[config.mk]
export PLATFORM = sky130hd
export DESIGN_NAME = hist_frame_seq
export DESIGN_NICKNAME = d
export VERILOG_FILES = /design/src/rtl/hist_frame_seq.sv
export SDC_FILE = /design/constraint.sdc
export NUM_CORES = 1
export LEC_CHECK = 0
export BUFFER_PORTS_ARGS = -buffer_cell sky130_fd_sc_hd__buf_2
export CAP_MARGIN = 20
export CORE_MARGIN = 5
export CORE_UTILIZATION = 62
export DETAILED_ROUTE_END_ITERATION = 7
export GPL_TIMING_DRIVEN = 1
export PLACE_DENSITY = 0.79
export SYNTH_ARGS = -nofsm -noshare
export SYNTH_HDL_FRONTEND = slang
export SYNTH_SLANG_ARGS = --single-unit
[constraint.sdc]
create_clock -name clk -period 8.49 [get_ports clk]
set_input_delay 2.547 -clock clk [delete_from_list [all_inputs] [get_ports clk]]
set_output_delay 2.547 -clock clk [all_outputs]
set_load 0.02 [all_outputs]
[src/rtl/hist_frame_seq.sv]
// Frame-level grey-level histogram sequencer: accumulates per-bin counts over the
// active VGA region, then snapshots them into a shadow bank for the overlay reader.
//
// state | meaning
// IDLE  | waiting for (0,0) with enable=1; that pixel is counted on entry
// ACCUM | counting active-region pixels into the live bins
// SNAP  | copying live[k] to shadow[k] and clearing live[k], one bin per cycle
module hist_frame_seq #(
    parameter int H_ACTIVE    = 640,
    parameter int V_ACTIVE    = 480,
    parameter int BIN_BITS    = 4,
    parameter int COUNT_W     = 20,
    parameter int SCALE_SHIFT = 10
) (
    input  logic                clk,
    input  logic                rst_n,
    input  logic                enable,
    input  logic [10:0]         vga_x,
    input  logic [10:0]         vga_y,
    input  logic [7:0]          grey_in,
    input  logic [BIN_BITS-1:0] rd_bin,
    output logic [COUNT_W-1:0]  rd_count,
    output logic [7:0]          rd_height,
    output logic                busy,
    output logic                frame_done,
    output logic                hist_valid,
    output logic                sat
);

    localparam int NUM_BINS = 2 ** BIN_BITS;
    localparam int EXT_W    = (COUNT_W > 8) ? COUNT_W : 8;
    localparam logic [COUNT_W-1:0] CNT_MAX = '1;

    typedef enum logic [1:0] {IDLE, ACCUM, SNAP} state_t;

    state_t              state;
    logic [COUNT_W-1:0]  live   [NUM_BINS];
    logic [COUNT_W-1:0]  shadow [NUM_BINS];
    logic [BIN_BITS-1:0] snap_idx;

    logic [BIN_BITS-1:0] pix_bin;
    logic                active;
    logic                last_pix;
    logic                frame_start;
    logic                count_en;
    logic [EXT_W-1:0]    scaled;
    logic [7:0]          height_next;
    logic                unused_grey;

    assign pix_bin     = grey_in[7 -: BIN_BITS];
    assign unused_grey = &{1'b0, grey_in};
    assign active      = (vga_x < 11'(H_ACTIVE)) && (vga_y < 11'(V_ACTIVE));
    assign last_pix    = (vga_x == 11'(H_ACTIVE - 1)) && (vga_y == 11'(V_ACTIVE - 1));
    assign frame_start = enable && (vga_x == 11'd0) && (vga_y == 11'd0);
    assign count_en    = ((state == IDLE) && frame_start) || ((state == ACCUM) && active);

    always_ff @(posedge clk or negedge rst_n) begin
        if (!rst_n) begin
            state      <= IDLE;
            snap_idx   <= '0;
            busy       <= 1'b0;
            frame_done <= 1'b0;
            hist_valid <= 1'b0;
            sat        <= 1'b0;
            for (int i = 0; i < NUM_BINS; i++) begin
                live[i]   <= '0;
                shadow[i] <= '0;
            end
        end else begin
            frame_done <= 1'b0;

            // Count first; SNAP never counts, so this cannot collide with the clear below.
            if (count_en) begin
                if (live[pix_bin] == CNT_MAX) begin
                    sat <= 1'b1;
                end else begin
                    live[pix_bin] <= live[pix_bin] + 1'b1;
                end
            end

            case (state)
                IDLE: begin
                    if (frame_start) begin
                        state <= ACCUM;
                        busy  <= 1'b1;
                    end
                end
                ACCUM: begin
                    if (last_pix) begin
                        state    <= SNAP;
                        snap_idx <= '0;
                    end
                end
                SNAP: begin
                    shadow[snap_idx] <= live[snap_idx];
                    live[snap_idx]   <= '0;
                    snap_idx         <= snap_idx + 1'b1;
                    if (&snap_idx) begin
                        state      <= IDLE;
                        busy       <= 1'b0;
                        frame_done <= 1'b1;
                        hist_valid <= 1'b1;
                    end
                end
                default: begin
                    state <= IDLE;
                    busy  <= 1'b0;
                end
            endcase
        end
    end

    always_comb begin
        scaled      = EXT_W'(shadow[rd_bin]) >> SCALE_SHIFT;
        height_next = (scaled > EXT_W'(255)) ? 8'hFF : scaled[7:0];
    end

    // Reads see the pre-write shadow value when SNAP writes the same bin this cycle.
    always_ff @(posedge clk or negedge rst_n) begin
        if (!rst_n) begin
            rd_count  <= '0;
            rd_height <= '0;
        end else begin
            rd_count  <= shadow[rd_bin];
            rd_height <= height_next;
        end
    end

endmodule

==> run summary <==
Routed vias: 21,827
Site Rows: 85
Final Hold Fails: 0
Max Fclk: 161 MHz
Final WL: 89,900 um
Drt wl/cell: 28.7 um
H-tree Lvls: 3
Post-synth EDFFs: 0
First-pass GRT wire length: 139,000 um
Initial antenna violation count: 0
Antenna viol nets, final: 0
Final Instance Area: 37,100 um^2
Internal reg-to-reg setup slack: 4.08 ns
Drt first pass iters: 5
Initial DRC count: 2,275
Initial Util: 62.8%
RR Startpoint: snap_idx[0]
Unrepaired setup endpoints after global routing: no
IO Port Bufs: 64
I/O pin count: 69
Share of the synthesized area in the top cell type: 50.0%
Final setup fails: 0
Vias per cell: 6.96
CTS Buf Count: 70
Yosys warnings: 0
Worst-margin pin slew: 1.00 ns
Die ar.: 59,500 um^2
Post-CTS setup buffer count: 0
CORE AREA: 54,000 um^2
Post-DP Area: 34,800 um^2
Top post-synthesis cells by count: dfrtp_1 (678), nor2_1 (328), mux2_2 (320)
CTS tree: yes
Synthesized net count: 2,444
CP required: 8.99 ns
Maximum fanout along the worst path: 64
Most used DFF post-synth: dfrtp_1
Clock skew: 0.0189 ns
Tmin final: 6.22 ns
Vias in the first global route: 23,157
Slew Viols, Final: 0
DP Wirelength: 52,600 um
Largest cells by area after synthesis: dfrtp_1 (50%), mux4_2 (19%), mux2_2 (11%)
Startpoint types: input port
Worst slew margin: 33.2%
Worst Hold Depth: 1
Critical path type: input port to flop
Largest net degree at the start of global routing: 173
# hold bufs at CTS: 0
Clock Path Buffers: 3
Crit. End Element: flop
Clock root buffer: clkbuf_16
R2R Path End: shadow[165]
Most frequently used cell type in the post-synthesis netlist: dfrtp_1
Synth-to-layout area growth: 9.38%
Final-layout fill cell count: 3,615
Power Density: 174 nW/um^2
Setup tns final: 0 ns
Tcrit/Tclk final: 73.3%
Die Wd: 244 um
Yosys cell types: 56
Sequential-to-total area share from yosys stat: 50.0%
Hold path endpoint: hist_valid
Clock slew at reported path FFs: 0.06 ns
Synthesized cell area: 33,900 um^2
Leak Pwr: 16.6 nW
Die Height: 244 um
Synth Register Bits: 678
Worst min path class: flop to flop
Largest area contributor in the netlist: dfrtp_1
CTS Sinks: 678
Antenna cells: 0
Hold Startpoint: hist_valid
Congestion Overflow GR: 0
GP Congestion: 0.899
Total GRT Usage: 30.4%
Result of the run: complete, no violations
Multi-input gate area: 16,000 um^2
Peak supply drop: 142 uV
Reg2Reg Depth: 6
Asr flop ratio synth: 100%
Syn Area/Cell: 14.1 um^2
Final nets: 2,430
Clock Latency Late Sink: 0.61 ns
WP data arrival: 6.72 ns
CTS resizes: 0
Synth Instances: 2,402
FF+latch area: 17,000 um^2
Fraction of layout cells with a size suffix above 1: 37.2%
Final core occ: 68.6%
DRC viols: 0
Max-cap viol count: 0
-- state kept, by name, summed over array words and instances, names as in the netlist --
name        cells
busy            1
frame_done      1
hist_valid      1
live          320
rd_count       20
rd_height       8
sat             1
shadow        320
snap_idx        4
state           2
-- area by class of cell --
cell class,instances,share of cell area [%]
clock buffers,108,5.71
clock inverters,16,0.425
inverters,6,0.0607
flip-flops and latches,678,45.8
repair buffers,135,2.66
multi-input cells,1497,43.0
well taps,696,2.35
-- stage by stage --
step	hold WS, ns	cells	total power [mW]	setup WS (ns)
3_5_place_dp	0.449	3008	3.47	1.67
3_3_place_gp	0.449	3006	3.47	1.79
6_report	0.470	3136	6.46	2.27
4_1_cts	0.471	3132	6.49	2.32
2_1_floorplan	0.475	2402	3.37	3.03
5_1_grt	0.510	3136	6.65	2.10
-- how the worst max path moves through the flow --
| stage | cells after the start | from | end | slack, ns |
|---|---|---|---|---|
| after floorplan | 16 | grey_in[4] | live[290] | 3.03 |
| after global placement | 13 | grey_in[4] | live[128] | 1.79 |
| after detailed placement | 13 | grey_in[4] | live[137] | 1.67 |
| after CTS | 13 | grey_in[4] | live[224] | 2.32 |
| after global routing | 13 | grey_in[4] | live[224] | 2.10 |
| final | 13 | grey_in[4] | live[224] | 2.27 |
-- worst max-delay path, stage by stage --
cell	delay, ns
buf_4	0.43
buf_12	0.49
mux4_2	0.57
a22oi_1	0.23
nand2_1	0.15
ha_1	0.29
nand3_4	0.19
nor3b_4	0.06
buf_4	0.28
a21boi_4	0.58
buf_4	0.43
nor2_1	0.09
a211oi_1	0.27
-- cell usage in the layout (no fill, tap or decap), drive strengths merged, types with 2 or more instances in the layout --
cell type    n
nand3       10
o2111ai      3
clkbuf     108
nor3        12
a21boi      12
inv          9
dfrtp      678
nand2b      23
or4          5
a21o         2
bufinv       2
or2          2
mux2i      155
clkinv       9
mux2       320
nor4b        2
buf        135
nand2       59
nor2       334
nor2b        2
nand4       11
or3         10
o21ai        5
xnor2        9
nor4         4
mux4       284
a22oi       30
ha           5
clkinvlp     2
a21oi       26
xor2        17
nor3b        3
a211oi     144
-- cells by family (layout without fill, tap and decap cells) --
logic type | count (synthesis) | count (layout) | synth area share, %
buffers and inverters | 227 | 265 | 3.42
adders and majority gates | 5 | 5 | 0.184
muxes | 759 | 759 | 34.1
and+or+nand+nor | 481 | 481 | 6.26
AOI/OAI and AO/OA | 226 | 226 | 5.31
xor gates and xnor gates | 26 | 26 | 0.672
DFF | 678 | 678 | 50.0
-- metal layers --
| metal | track usage (%) | wire length [um] | vias to the layer above |
|---|---|---|---|
| met5 | 0 | 0 | - |
| met4 | 12.2 | 4160 | 0 |
| met3 | 6.44 | 7320 | 332 |
| met2 | 50.1 | 44100 | 1109 |
| met1 | 40.2 | 34400 | 11447 |
| li1 | - | - | 8939 |
-- report_power, final --
| group | internal [mW] | switching, mW |
|---|---|---|
| registers | 3.23 | 0.00000189 |
| clock network | 1.78 | 1.27 |
| logic | 0.0475 | 0.129 |
No activity file was read; power rests on OpenSTA's default activity.
